===== config.mk =====
export PLATFORM = sky130hd
export DESIGN_NAME = range_ascii_framer
export DESIGN_NICKNAME = d
export VERILOG_FILES = /design/src/rtl/range_ascii_framer.sv
export SDC_FILE = /design/constraint.sdc
export NUM_CORES = 1
export LEC_CHECK = 0
export CORE_MARGIN = 5
export CORE_UTILIZATION = 55
export DETAILED_ROUTE_END_ITERATION = 12
export DONT_BUFFER_PORTS = 1
export PLACE_DENSITY = 0.7
export SETUP_SLACK_MARGIN = 0.5
export SLEW_MARGIN = 10
export SYNTH_ARGS = -nofsm -noshare
export SYNTH_HDL_FRONTEND = slang
export SYNTH_SLANG_ARGS = --single-unit

===== constraint.sdc =====
create_clock -name clk -period 5 [get_ports clk]
set_input_delay 0.25 -clock clk [delete_from_list [all_inputs] [get_ports clk]]
set_output_delay 0.25 -clock clk [all_outputs]
set_load 0.05 [all_outputs]

===== src/rtl/range_ascii_framer.sv =====
`default_nettype none
// ============================================================================
// Module   : range_ascii_framer
// Purpose  : Converts a 16-bit range measurement to decimal ASCII with a
//            sequential double-dabble and streams it, optionally followed by
//            CR LF, through a UART enable/done handshake.
// Revision : 1.0 - initial release
// ============================================================================
module range_ascii_framer #(
  parameter logic SUPPRESS_ZEROS = 1'b1,
  parameter logic SEND_CRLF      = 1'b1
) (
  input  logic        clk,
  input  logic        rst_n,
  input  logic [15:0] distance,
  input  logic        distance_valid,
  input  logic        tx_done,
  output logic        tx_enable,
  output logic [7:0]  tx_data,
  output logic        busy,
  output logic        frame_done
);

  typedef enum logic [2:0] {
    S_IDLE      = 3'd0,
    S_CONVERT   = 3'd1,
    S_SELECT    = 3'd2,
    S_WAIT_DONE = 3'd3,
    S_GAP       = 3'd4,
    S_FINISH    = 3'd5
  } state_t;

  // Byte slots 0..4 carry digits 4..0 (most significant first), slot 5 is CR
  // and slot 6 is LF. A frame runs from its first slot up to c_last_slot.
  localparam logic [2:0] c_last_slot = SEND_CRLF ? 3'd6 : 3'd4;
  localparam logic [4:0] c_last_iter = 5'd15;

  state_t      r_state, w_state_next;
  logic [15:0] r_bin, w_bin_next;
  logic [19:0] r_bcd, w_bcd_next;
  logic [4:0]  r_iter, w_iter_next;
  logic [2:0]  r_slot, w_slot_next;
  logic        r_tx_enable, w_tx_enable_next;
  logic [7:0]  r_tx_data, w_tx_data_next;

  logic [19:0] w_adj;
  logic [35:0] w_shift;
  logic [2:0]  w_first_digit;

  // ASCII byte carried by a given slot of the current frame.
  function automatic logic [7:0] slot_byte(input logic [2:0] slot, input logic [19:0] bcd);
    logic [3:0] nib;
    nib = 4'h0;
    case (slot)
      3'd0:    nib = bcd[19:16];
      3'd1:    nib = bcd[15:12];
      3'd2:    nib = bcd[11:8];
      3'd3:    nib = bcd[7:4];
      default: nib = bcd[3:0];
    endcase
    if (slot < 3'd5)       slot_byte = 8'h30 + {4'h0, nib};
    else if (slot == 3'd5) slot_byte = 8'h0D;
    else                   slot_byte = 8'h0A;
  endfunction

  // Double-dabble step: add 3 to every nibble >= 5, then shift {bcd, bin} left.
  always_comb begin
    w_adj = r_bcd;
    for (int i = 0; i < 5; i++) begin
      if (r_bcd[4*i +: 4] >= 4'd5) w_adj[4*i +: 4] = r_bcd[4*i +: 4] + 4'd3;
    end
    w_shift = {w_adj, r_bin} << 1;
  end

  // First digit to send: highest nonzero nibble, or always digit 4 when padding.
  always_comb begin
    w_first_digit = 3'd0;
    if (!SUPPRESS_ZEROS) begin
      w_first_digit = 3'd4;
    end else begin
      for (int i = 0; i < 5; i++) begin
        if (r_bcd[4*i +: 4] != 4'd0) w_first_digit = 3'(i);
      end
    end
  end

  // Next-state and datapath update for the framing sequencer.
  always_comb begin
    w_state_next     = r_state;
    w_bin_next       = r_bin;
    w_bcd_next       = r_bcd;
    w_iter_next      = r_iter;
    w_slot_next      = r_slot;
    w_tx_enable_next = r_tx_enable;
    w_tx_data_next   = r_tx_data;
    case (r_state)
      // FINISH behaves like IDLE for acceptance because busy is already low.
      S_IDLE, S_FINISH: begin
        w_state_next = S_IDLE;
        if (distance_valid) begin
          w_bin_next   = distance;
          w_bcd_next   = '0;
          w_iter_next  = '0;
          w_slot_next  = '0;
          w_state_next = S_CONVERT;
        end
      end
      S_CONVERT: begin
        w_bcd_next = w_shift[35:16];
        w_bin_next = w_shift[15:0];
        if (r_iter == c_last_iter) w_state_next = S_SELECT;
        else                       w_iter_next  = r_iter + 5'd1;
      end
      S_SELECT: begin
        w_slot_next      = 3'd4 - w_first_digit;
        w_tx_data_next   = slot_byte(3'd4 - w_first_digit, r_bcd);
        w_tx_enable_next = 1'b1;
        w_state_next     = S_WAIT_DONE;
      end
      S_WAIT_DONE: begin
        if (r_tx_enable && tx_done) begin
          w_tx_enable_next = 1'b0;
          w_state_next     = (r_slot == c_last_slot) ? S_FINISH : S_GAP;
        end
      end
      S_GAP: begin
        w_slot_next      = r_slot + 3'd1;
        w_tx_data_next   = slot_byte(r_slot + 3'd1, r_bcd);
        w_tx_enable_next = 1'b1;
        w_state_next     = S_WAIT_DONE;
      end
      default: w_state_next = S_IDLE;
    endcase
  end

  // State and datapath registers; reset abandons any frame in flight.
  always_ff @(posedge clk) begin
    if (!rst_n) begin
      r_state     <= S_IDLE;
      r_bin       <= '0;
      r_bcd       <= '0;
      r_iter      <= '0;
      r_slot      <= '0;
      r_tx_enable <= 1'b0;
      r_tx_data   <= 8'h00;
    end else begin
      r_state     <= w_state_next;
      r_bin       <= w_bin_next;
      r_bcd       <= w_bcd_next;
      r_iter      <= w_iter_next;
      r_slot      <= w_slot_next;
      r_tx_enable <= w_tx_enable_next;
      r_tx_data   <= w_tx_data_next;
    end
  end

  assign tx_enable  = r_tx_enable;
  assign tx_data    = r_tx_data;
  assign busy       = (r_state != S_IDLE) && (r_state != S_FINISH);
  assign frame_done = (r_state == S_FINISH);

endmodule
`default_nettype wire


==> flow_summary.ini <==
[status]
outcome = complete, no violations

[timing]
hold_ws_ps = 55.4
clock_skew_ps = 7.81
relSlewSlack = 0.302
finalHoldViolCount = 0
slew_viol_final = 0
min_period_ps = 2760
fin_crit_sh = 0.552
setup-tns-final_ps = 0
tightest_slew_ps = 1050
setup_viol = 0
max_clock_freq_mhz = 362
rsz0062_at_grt = no

[power]
comb_power_share = 0.093
power_mw = 0.791
intPower_mw = 0.586
leakage_nw = 1.22
power_frac_seq = 0.560
cellPowerDensity_nw_per_um2 = 233
power.switching_mw = 0.205
p_clk_frac = 0.347
peakVddDrop_mv = 0.233
switching_share = 0.259

[floorplan]
io_pins = 31
dieArea_um2 = 7670
core_area_um2 = 5890
die_y_um = 87.6
initial_core_util = 0.562
die_w_um = 87.6
rows = 28

[logic_synthesis]
synth_area_um2 = 3310
synth_cell_types = 56
synth_edf_count = 0
ys_warn_count = 0
synth_xor_area_frac = 0.0291
yosys.area_share.adder = 0.0794
synth_cells = 407
syn_avg_cell_area_um2 = 8.13
synthArstFlopShare = 0
synth_top_family_by_area = compound AO/OA/AOI/OAI gates
synth_common_cells = dfxtp_1, nand2_1, a21boi_0
synthMuxAreaShare = 0.0185
yosys-top-cells-area = dfxtp_1, ha_1, a21boi_0
ys_ff_latch = 53
synth_top_cell_by_area = dfxtp_1
synthSimpleGateAreaFrac = 0.215
synth_compound_area_frac = 0.275
yosysMostFrequentCell = dfxtp_1
ys.flop_type = dfxtp_1
yosys.area.top_type_share = 0.321
seq_area_frac_synth = 0.321

[clock_network]
clockRootBuffer = clkbuf_8
postCtsSetupBuffers = 0
cts_sinks = 53
cts.path.max_buffers = 2
clk_latency_ps = 310
cts.htree.levels = 2
cts.repair.resized = 0
cts.clk_slew.worst_paths_ps = 100
hold_buffers = 0
cts_tree = built
cts_buffers = 5

[global_route]
grt_overflow = 0
antenna_found_initial = 0
grt_pass1_vias = 2800
grt_pass1_wl_um = 13100
groute.usage.overall = 0.212
grt_max_degree = 54

[cells_and_area]
multi_input_area_um2 = 2060
drive_gt1_frac = 0.0590
fin_nets = 430
seq_area_um2 = 1060
diodes = 0
final_cell_count_no_fill = 465
area_growth_pct = 2.84
fillers = 537

[run]
drv_cap = 0

[routing]
vias_per_cell = 6.11
drc = 0
vias = 2839
first_pass_iters = 4
routed_wl_um = 7840
drt-initial-drc-count = 196
postRouteAntennaNets = 0
avgRoutedWirePerCell_um = 16.8

[worst_setup_path]
r2r-start = r_bcd[13]
cp_max_fo = 5
crit_start = r_bcd[13]
cp-end-kind = flip-flop
r2r_setup_slack_ps = 2240
reg2reg_depth = 11
critPathKind = flip-flop to flip-flop
cp.arrival_ps = 3020
r2r_end = tx_data[2]
cp-start-kind = flip-flop
critPathRequiredTime_ps = 5250
crit_path_end = tx_data[2]

[placement]
place_hpwl_um = 5460
place_congestion = 0.892
portBuffers = 0
place_inst = 457

[worst_hold_path]
min_path_type = primary input to flip-flop
[power groups by stage]
stage	registers, mW	logic [mW]	clock network (mW)
6_report	0.443	0.0737	0.275
3_3_place_gp	0.452	0.0730	0
3_5_place_dp	0.452	0.0742	0
5_1_grt	0.444	0.0810	0.306
2_1_floorplan	0.449	0.0681	0
4_1_cts	0.443	0.0743	0.285
[worst max-delay path: stages, from the launching register on]
cell and delay [ps]:
dfxtp_1 350, inv_1 110, ha_1 230, or3b_1 440
o21ai_1 310, inv_1 80, ha_1 250, o21ba_2 230
nor4bb_1 260, o21ai_0 130, o211ai_1 120, o2111a_1 200
[routing by layer]
metal,share of wire,vias to the layer above,track usage
li1,-,1413,-
met1,0.46,1324,0.272
met2,0.47,81,0.353
met3,0.048,21,0.0405
met4,0.026,0,0.0823
met5,0,-,0
[cells in the final DEF, fill, tap and decap left out, types with 2 or more instances in the layout]
cell type	synthesis	routed
nand2_1	43	43
xor2_1	4	4
clkbuf_8	0	7
a211oi_1	3	3
a21oi_1	22	22
nand3_1	19	19
buf_4	3	3
nand2b_1	10	10
dfxtp_1	53	53
a31oi_1	4	4
o21a_1	4	4
o22ai_1	5	5
or3b_2	2	2
nor3b_1	6	5
nor2b_1	7	6
nor4_1	3	3
and2_1	6	6
a22oi_1	25	25
o221ai_1	2	2
or3_1	2	2
ha_1	21	21
nor2_1	20	20
mux2i_1	5	5
inv_1	17	17
a21boi_0	30	30
o21ai_0	17	17
a22o_1	2	2
a21boi_1	4	4
conb_1	1	2
a221oi_1	2	2
or3b_1	2	2
xnor2_1	7	7
nor3_1	9	9
o211ai_1	2	2
[how the worst min path moves through the flow]
| stage | startpoint | end | slack [ps] | cells past startpoint |
|---|---|---|---|---|
| 3_3_place_gp | rst_n | r_state[1] | 370 | 1 |
| 6_report | rst_n | r_state[0] | 60 | 1 |
| 5_1_grt | rst_n | r_state[0] | 30 | 1 |
| 4_1_cts | rst_n | r_state[0] | 50 | 1 |
| 2_1_floorplan | distance[0] | r_bin[0] | 390 | 2 |
| 3_5_place_dp | rst_n | r_state[0] | 380 | 1 |
[metrics by stage]
| stage | util | instance area, µm² | setup slack (ps) |
|---|---|---|---|
| floorplan | - | 3310 | 2590 |
| global placement | 0.560 | 3300 | 2350 |
| detailed placement | 0.560 | 3300 | 2290 |
| CTS | 0.578 | 3400 | 2260 |
| global route | 0.578 | 3400 | 2000 |
| finish | 0.578 | 3400 | 2240 |
[state kept, by name (all words and copies together) (netlist names)]
name and count:
r_bcd 20, r_bin 16, r_iter 5, tx_data 5, r_slot 3, r_state 3
tx_enable 1
[cell type report]
cell class                 count  share of cell area
multi-input combinational    309               0.604
clock inverter                 1             0.00257
sequential                    53               0.312
timing repair buffer           3             0.00662
inverter                      17              0.0188
tap                           75              0.0276
clock buffer                   7              0.0283
[cells by family after synthesis]
kind of cell	count (synthesis)
xor gates and xnor gates	11
other	1
muxes	6
buffers and inverters	46
and+or+nand+nor	138
adders and majority gates	21
AOI/OAI and AO/OA	131
DFF	53
(Power assumes the default switching activity.)
